File: src/rtl/i3c_data_shifter.sv
// Bit-level data shifter for I3C SDR / I2C data phases: DATA_WIDTH bits MSB first plus a ninth bit per word.
// Define I3C_PARITY_EN for the I3C T-bit (odd parity) ninth bit; leave it undefined for I2C ACK/NACK.
module i3c_data_shifter #(
  parameter int DATA_WIDTH = 8,
  parameter int MAX_BYTES  = 16,
  parameter int LEN_W      = $clog2(MAX_BYTES + 1)
) (
  input  logic                  clk_i,
  input  logic                  rst_ni,
  input  logic                  start_i,
  input  logic                  abort_i,
  input  logic                  is_read_i,
  input  logic [LEN_W-1:0]      len_i,
  input  logic                  bit_tick_i,
  input  logic                  sda_i,
  output logic                  sda_o,
  output logic                  sda_oe_o,
  input  logic [DATA_WIDTH-1:0] tx_data_i,
  input  logic                  tx_valid_i,
  output logic                  tx_ready_o,
  output logic [DATA_WIDTH-1:0] rx_data_o,
  output logic                  rx_valid_o,
  output logic [LEN_W-1:0]      word_cnt_o,
  output logic                  busy_o,
  output logic                  done_o,
  output logic                  error_o,
  output logic [2:0]            state_o
);

  typedef enum logic [2:0] {
    IDLE  = 3'd0,
    LOAD  = 3'd1,
    SHIFT = 3'd2,
    NINTH = 3'd3,
    DONE  = 3'd4
  } state_e;

  localparam int              BIT_W    = $clog2(DATA_WIDTH);
  localparam logic [BIT_W-1:0] LAST_BIT = BIT_W'(DATA_WIDTH - 1);

  state_e                  state_q, state_d;
  logic                    is_read_q;
  logic [LEN_W-1:0]        len_q;
  logic [DATA_WIDTH-1:0]   shreg_q;
  logic [BIT_W-1:0]        bit_cnt_q;

  logic accept_start, load_word, read_begin, shift_bit, ninth_end, ninth_err;
  logic last_word, release_sda;

  // Handshake: a word moves on a cycle where tx_valid_i and tx_ready_o are both high. tx_ready_o never
  // depends on tx_valid_i; it is high only in LOAD of a write with no abort, and tx_data_i must be stable then.
  assign tx_ready_o = (state_q == LOAD) && !is_read_q && !abort_i;
  assign busy_o     = (state_q != IDLE);
  assign done_o     = (state_q == DONE);
  assign state_o    = state_q;
  assign last_word  = (word_cnt_o + LEN_W'(1)) == len_q;

  always_ff @(posedge clk_i or negedge rst_ni) begin
    if (!rst_ni) state_q <= IDLE;
    else         state_q <= state_d;
  end

  always_comb begin
    state_d      = state_q;
    accept_start = 1'b0;
    load_word    = 1'b0;
    read_begin   = 1'b0;
    shift_bit    = 1'b0;
    ninth_end    = 1'b0;
    ninth_err    = 1'b0;
    case (state_q)
      IDLE: begin
        if (start_i) begin
          accept_start = 1'b1;
          state_d      = LOAD;
        end
      end
      LOAD: begin
        if (abort_i) begin
          state_d = IDLE;
        end else if (is_read_q) begin
          read_begin = 1'b1;
          state_d    = SHIFT;
        end else if (tx_valid_i) begin
          load_word = 1'b1;
          state_d   = SHIFT;
        end
      end
      SHIFT: begin
        if (abort_i) begin
          state_d = IDLE;
        end else if (bit_tick_i) begin
          shift_bit = 1'b1;
          if (bit_cnt_q == LAST_BIT) state_d = NINTH;
        end
      end
      NINTH: begin
        if (abort_i) begin
          state_d = IDLE;
        end else if (bit_tick_i) begin
          ninth_end = 1'b1;
`ifdef I3C_PARITY_EN
          ninth_err = is_read_q && (sda_i != ~^shreg_q);
`else
          ninth_err = !is_read_q && sda_i;
`endif
          state_d = (last_word || ninth_err) ? DONE : LOAD;
        end
      end
      DONE:    state_d = IDLE;
      default: state_d = IDLE;
    endcase
  end

  assign release_sda = (state_d == DONE) || ((state_d == IDLE) && (state_q != IDLE));

  always_ff @(posedge clk_i or negedge rst_ni) begin
    if (!rst_ni) begin
      sda_o      <= 1'b1;
      sda_oe_o   <= 1'b0;
      rx_data_o  <= '0;
      rx_valid_o <= 1'b0;
      word_cnt_o <= '0;
      error_o    <= 1'b0;
      shreg_q    <= '0;
      bit_cnt_q  <= '0;
      is_read_q  <= 1'b0;
      len_q      <= '0;
    end else begin
      rx_valid_o <= 1'b0;
      if (accept_start) begin
        is_read_q  <= is_read_i;
        len_q      <= (len_i == '0) ? LEN_W'(1) : len_i;
        word_cnt_o <= '0;
        error_o    <= 1'b0;
      end
      if (load_word) begin
        shreg_q   <= tx_data_i;
        bit_cnt_q <= '0;
        sda_o     <= tx_data_i[DATA_WIDTH-1];
        sda_oe_o  <= 1'b1;
      end
      if (read_begin) begin
        shreg_q   <= '0;
        bit_cnt_q <= '0;
        sda_o     <= 1'b1;
        sda_oe_o  <= 1'b0;
      end
      if (shift_bit) begin
        bit_cnt_q <= bit_cnt_q + BIT_W'(1);
        if (is_read_q) begin
          shreg_q <= {shreg_q[DATA_WIDTH-2:0], sda_i};
        end else begin
          // Rotate rather than shift so the word's parity is still available for the T-bit.
          shreg_q <= {shreg_q[DATA_WIDTH-2:0], shreg_q[DATA_WIDTH-1]};
          sda_o   <= shreg_q[DATA_WIDTH-2];
        end
        if (bit_cnt_q == LAST_BIT) begin
`ifdef I3C_PARITY_EN
          sda_o    <= is_read_q ? 1'b1 : ~^shreg_q;
          sda_oe_o <= !is_read_q;
`else
          sda_o    <= is_read_q ? last_word : 1'b1;
          sda_oe_o <= is_read_q;
`endif
        end
      end
      if (ninth_end) begin
        word_cnt_o <= word_cnt_o + LEN_W'(1);
        if (is_read_q) begin
          rx_data_o  <= shreg_q;
          rx_valid_o <= 1'b1;
          sda_o      <= 1'b1;
          sda_oe_o   <= 1'b0;
        end
        if (ninth_err) error_o <= 1'b1;
      end
      if (release_sda) begin
        sda_o    <= 1'b1;
        sda_oe_o <= 1'b0;
      end
    end
  end

endmodule
File: config.mk
export PLATFORM = sky130hd
export DESIGN_NAME = i3c_data_shifter
export DESIGN_NICKNAME = d
export VERILOG_FILES = /design/src/rtl/i3c_data_shifter.sv
export SDC_FILE = /design/constraint.sdc
export NUM_CORES = 1
export LEC_CHECK = 0
export CAP_MARGIN = 40
export CORE_UTILIZATION = 36
export DETAILED_ROUTE_END_ITERATION = 16
export PLACE_DENSITY = 0.66
export SLEW_MARGIN = 10
export SYNTH_ARGS = -nofsm -noshare
export SYNTH_HDL_FRONTEND = slang
export SYNTH_SLANG_ARGS = --single-unit
File: constraint.sdc
create_clock -name clk_i -period 2.7 [get_ports clk_i]
set_clock_uncertainty 0.05 [all_clocks]
set_input_delay 0.27 -clock clk_i [delete_from_list [all_inputs] [get_ports clk_i]]
set_output_delay 0.27 -clock clk_i [all_outputs]
set_load 0.005 [all_outputs]
# Word level (Yosys, flattened, before mapping)
# Cells that the tools add are included.
[totals] inputBits=21 wordCells=92 ff_bits=37 out_inout_bits=23
[classes] eq_ne=7 n_addsub=2 reduce_logical=15 muxes=57
[op_table] operator="2-to-1 mux 3 bit" n=13
[op_table] operator="2-to-1 mux 1 bit" n=37
[op_table] operator="2-to-1 mux 8 bit" n=3
[op_table] operator="2-to-1 mux 5 bit" n=3
[op_table] operator="case mux 3 bit (4 select lines)" n=1
[op_table] operator="== test 3 bit (second input constant)" n=3
[op_table] operator="== test 3 x 2 -> 1 bit (second input constant)" n=2
[op_table] operator="zero test 3 bit" n=2
[op_table] operator="nonzero test 3 bit" n=2
[op_table] operator="adder 5 x 1 -> 5 bit (second input constant)" n=1
[op_table] operator="== test 5 bit" n=1
[op_table] operator="zero test 5 bit" n=1
[op_table] operator="logical AND 1 bit" n=4
[op_table] operator="adder 3 x 1 -> 3 bit (second input constant)" n=1
[op_table] operator="== test 3 x 1 -> 1 bit (second input constant)" n=1
[op_table] operator="zero test 1 bit" n=2
[op_table] operator="logical OR 1 bit" n=2
[op_table] operator="AND reduction 2 bit" n=1
[op_table] operator="nonzero test 2 bit" n=1

# Longest topological paths before layout
[depth] word_depth=12 mapped_depth=7 depth_no_buf=7

# Least setup slack after synthesis
# Ideal clock, no wire load.
[synth_timing] kind="reg-to-reg" startpoint="register word_cnt_o[0]" endpoint="register sda_o" path_stages_with_launch=7 period_less_slack_ns=2.002 t_arrival_ns=1.870 setup_ns=0.082 required_ns=2.568 setup_slack_ns=0.698 cell_sequence="dfrtp_1 > ha_1 > xnor3_1 > nand3_1 > o31ai_1 > a2111o_1 > a211o_1"
[synth_via] elab_chain_cells=11
[synth_lines] element="start, declared" line_no="23" text="output logic [LEN_W-1:0] word_cnt_o,"
[synth_lines] element="start signal, assigned" line_no="169" text="word_cnt_o <= word_cnt_o + LEN_W'(1);"
[synth_lines] element="adder 5 x 1 -> 5 bit *" line_no="56" text="assign last_word = (word_cnt_o + LEN_W'(1)) == len_q;"
[synth_lines] element="== test 5 bit *" line_no="56"
[synth_lines] element="logical OR 1 bit" line_no="107" text="state_d = (last_word || ninth_err) ? DONE : LOAD;"
[synth_lines] element="2-to-1 mux 3 bit" line_no="107"
[synth_lines] element="2-to-1 mux 3 bit" line_no="100" text="end else if (bit_tick_i) begin"
[synth_lines] element="2-to-1 mux 3 bit" line_no="98" text="if (abort_i) begin"
[synth_lines] element="case mux 3 bit (4 select lines)" line_no="71" text="case (state_q)"
[synth_lines] element="zero test 3 bit" line_no="115" text="assign release_sda = (state_d == DONE) || ((state_d == IDLE) && (state_q != IDLE));"
[synth_lines] element="logical AND 1 bit" line_no="115"
[synth_lines] element="logical OR 1 bit" line_no="115"
[synth_lines] element="2-to-1 mux 1 bit *" line_no="178" text="if (release_sda) begin"
[synth_lines] element="end signal, assigned" line_no="140" text="sda_o <= tx_data_i[DATA_WIDTH-1];"
[synth_lines] element="end signal, assigned" line_no="156" text="sda_o <= shreg_q[DATA_WIDTH-2];"
[synth_lines] element="end signal, assigned" line_no="163" text="sda_o <= is_read_q ? last_word : 1'b1;"
[synth_lines] element="end, declared" line_no="16" text="output logic sda_o,"
# Mark *: on every way between the ends. The rest lies on a longest branch, timed or not.
# A chain may end at the register's enable or synchronous reset.

# Worst setup path in the final report
[layout_timing] startpoint="input port abort_i" endpoint="output port tx_ready_o"
[layout_via] elab_chain_cells=2
[layout_lines] element="start, declared" line_no="11" text="input logic abort_i,"
[layout_lines] element="zero test 1 bit" line_no="52" text="assign tx_ready_o = (state_q == LOAD) && !is_read_q && !abort_i;"
[layout_lines] element="logical AND 1 bit" line_no="52"
[layout_lines] element="end, declared" line_no="20" text="output logic tx_ready_o,"
# Every way passes these cells.

==> flow_summary.ini <==
[routing]
drc = 0
first_pass_iters = 4
routed_wl_um = 4011
drt-wirelength-per-cell_um = 13.98
post_drt_via_cell_ratio = 5.024
via_count = 1442
drt_iter0_markers = 70
antenna_left = 0

[clocking]
cts_buffers = 5
hold_buffers = 0
post_cts_resized = 0
h-tree-depth = 2
cts_tree = built
clk_pin_slew_ns = 0.08
cts_setup_buffers = 0
cts_sinks = 37
clock_latency_ns = 0.29
clk_path_buf_depth = 2
cts_root_buffer = clkbuf_8

[critical_path]
required_ns = 2.38
cp.arrival_ns = 2.18
path_class = in2out
cp_max_fo = 8
r2r-start = word_cnt_o[0]
endpoint_kind = primary output
cp-start-kind = input pin
reg2regPathDepth = 6
reg2reg_to = sda_o
rrSetupSlack_ns = 0.55

[place]
dpl.hpwl_um = 2866
post-place-ws_ns = 0.2243
dp_cells = 279
placed_cell_area_um2 = 2405
portBuffers = 43
gp_congestion = 0.7670

[yosys]
synth-main-ff-cell = dfrtp_1
synth_compound_area_frac = 0.1323
synthMuxAreaShare = 0.1121
synth_cell_type_count = 48
syn_inst = 169
avgSynthCellArea_um2 = 11.36
netlist_area_um2 = 1919
synth_fp_nets = 193
yosysSeqAreaShare = 0.4831
synth_xor_xnor_area_share = 0.05215
post_synth_fa_ha_maj_area_fraction = 0.01956
synth-seq-cells = 37
async_flop_share = 1.000
synth-edff-count = 0
synth_top_family_by_area = simple AND/OR/NAND/NOR gates
synthSimpleGateAreaFrac = 0.1545
yosysWarnings = 0

[grt]
first_global_vias = 1396
grt_pass1_wl_um = 6679
grt_max_degree = 38
grtUsageTotal = 0.1603
antenna_found_initial = 0
grt_overflow = 0

[die]
ioPinCount = 44
core_area_um2 = 5107
initial_core_util = 0.3758
fp.dieW_um = 75.02
rows = 26
dieArea_um2 = 5627
fp.dieH_um = 75.02

[timing]
hold_viol = 0
relSlewSlack = 0.6410
setup_slack_ns = 0.1959
fmax_mhz = 399.3
slew_viol_final = 0
post-route-period-util = 0.9274
setup_violations = 0
tns_ns = 0
fin_crit_ns = 2.504
tightest_slew_ns = 0.5310
rsz0062_at_grt = false

[layout]
drive_above_1_share = 0.1613
mostFrequentLayoutCells = clkdlybuf4s50_1, dfrtp_1, nand2_1
syn2layout_area_growth_pct = 32.46
nNetsFinal = 240
design_area_um2 = 2542
final_cell_count_no_fill = 287
layout_commonest_cell = clkdlybuf4s50_1
n_antenna_cell = 0

[power]
peakVddDrop_mv = 0.3097
p_total_w = 0.002164
power.leakage_nw = 1.140
p_per_area_nw_per_um2 = 851.1

[run_status]
status = complete, no violations

[run]
max_cap_viol_count = 0

[min_path]
hp-class = in2async
## per-stage QoR
stage | utilization | hold WS (ns)
floorplan | - | -0.07559
detailed placement | 0.4708 | 0.4476
global placement | 0.4708 | 0.4418
CTS | 0.4978 | 0.3650
global route | 0.4978 | 0.3946
finish | 0.4978 | 0.3402
## metal layers
metal,GRT usage,vias to the layer above,part of all wire
met4,0.03774,0,0.0047
met2,0.2503,34,0.47
met3,0.04284,2,0.044
met5,0,-,0
li1,-,699,-
met1,0.2235,707,0.48
## registers in the layout, indices dropped and copies added, names as in the netlist
register / flops
rx_data_o: 8
shreg_q: 8
len_q: 5
word_cnt_o: 5
bit_cnt_q: 3
state_o: 3
error_o: 1
is_read_q: 1
rx_valid_o: 1
sda_o: 1
sda_oe_o: 1
## layout make-up
cell class	instances	area (µm²)
inverters	7	26.28
clock inverters	3	68.82
well taps	70	87.58
repair buffers	47	460.4
multi-input cells	118	903.4
fillers	478	2565
flip-flops and latches	37	927.1
clock buffers	5	68.82
## cell usage after synthesis (2+ instances only)
master   number  area [µm²]
dfrtp_1      36       900.9
nand2_1      16       60.06
o21ai_0      15       75.07
mux2_2       12       135.1
nor2_1        9       33.78
mux2i_1       8       80.08
inv_1         7       26.28
a21oi_1       4       20.02
buf_6         4       45.04
nor3_1        4       20.02
a22o_1        3       26.28
ha_1          3       37.54
or3_2         3       22.52
xnor2_1       3       26.28
xor2_1        3       26.28
and3_1        2       12.51
buf_2         2       10.01
nand3_1       2       10.01
o211a_1       2       20.02
o22ai_1       2       12.51
or2b_1        2       15.01
## kinds of logic after synthesis
group	Yosys count
multiplexers	20
AND/OR/NAND/NOR	50
AO/OA/AOI/OAI	37
flip-flops	37
buffers and inverters	14
adder cells (fa/ha/maj)	3
XOR/XNOR	8
## worst max-delay path, cell delays in order
cell,delay (ns)
clkdlybuf4s50_1,0.55
or4b_4,0.60
nor2_1,0.20
clkdlybuf4s50_1,0.56
## power breakdown
group | switching (W) | internal (W)
Sequential | 0.000163 | 0.000727
Clock | 0.000206 | 0.000372
Combinational | 0.000287 | 0.000408
Total | 0.000657 | 0.00151
## how the worst max path moves through the flow
stage                             start         end  slack (ns)  cells after the start
after floorplan           word_cnt_o[0]       sda_o        0.70                      6
after global placement          abort_i  tx_ready_o        0.25                      4
after detailed placement        abort_i  tx_ready_o        0.22                      4
after CTS                       abort_i  tx_ready_o        0.21                      4
after global routing            abort_i  tx_ready_o        0.13                      4
final                           abort_i  tx_ready_o        0.20                      4
Note: power is estimated with default switching activity, not from simulation.
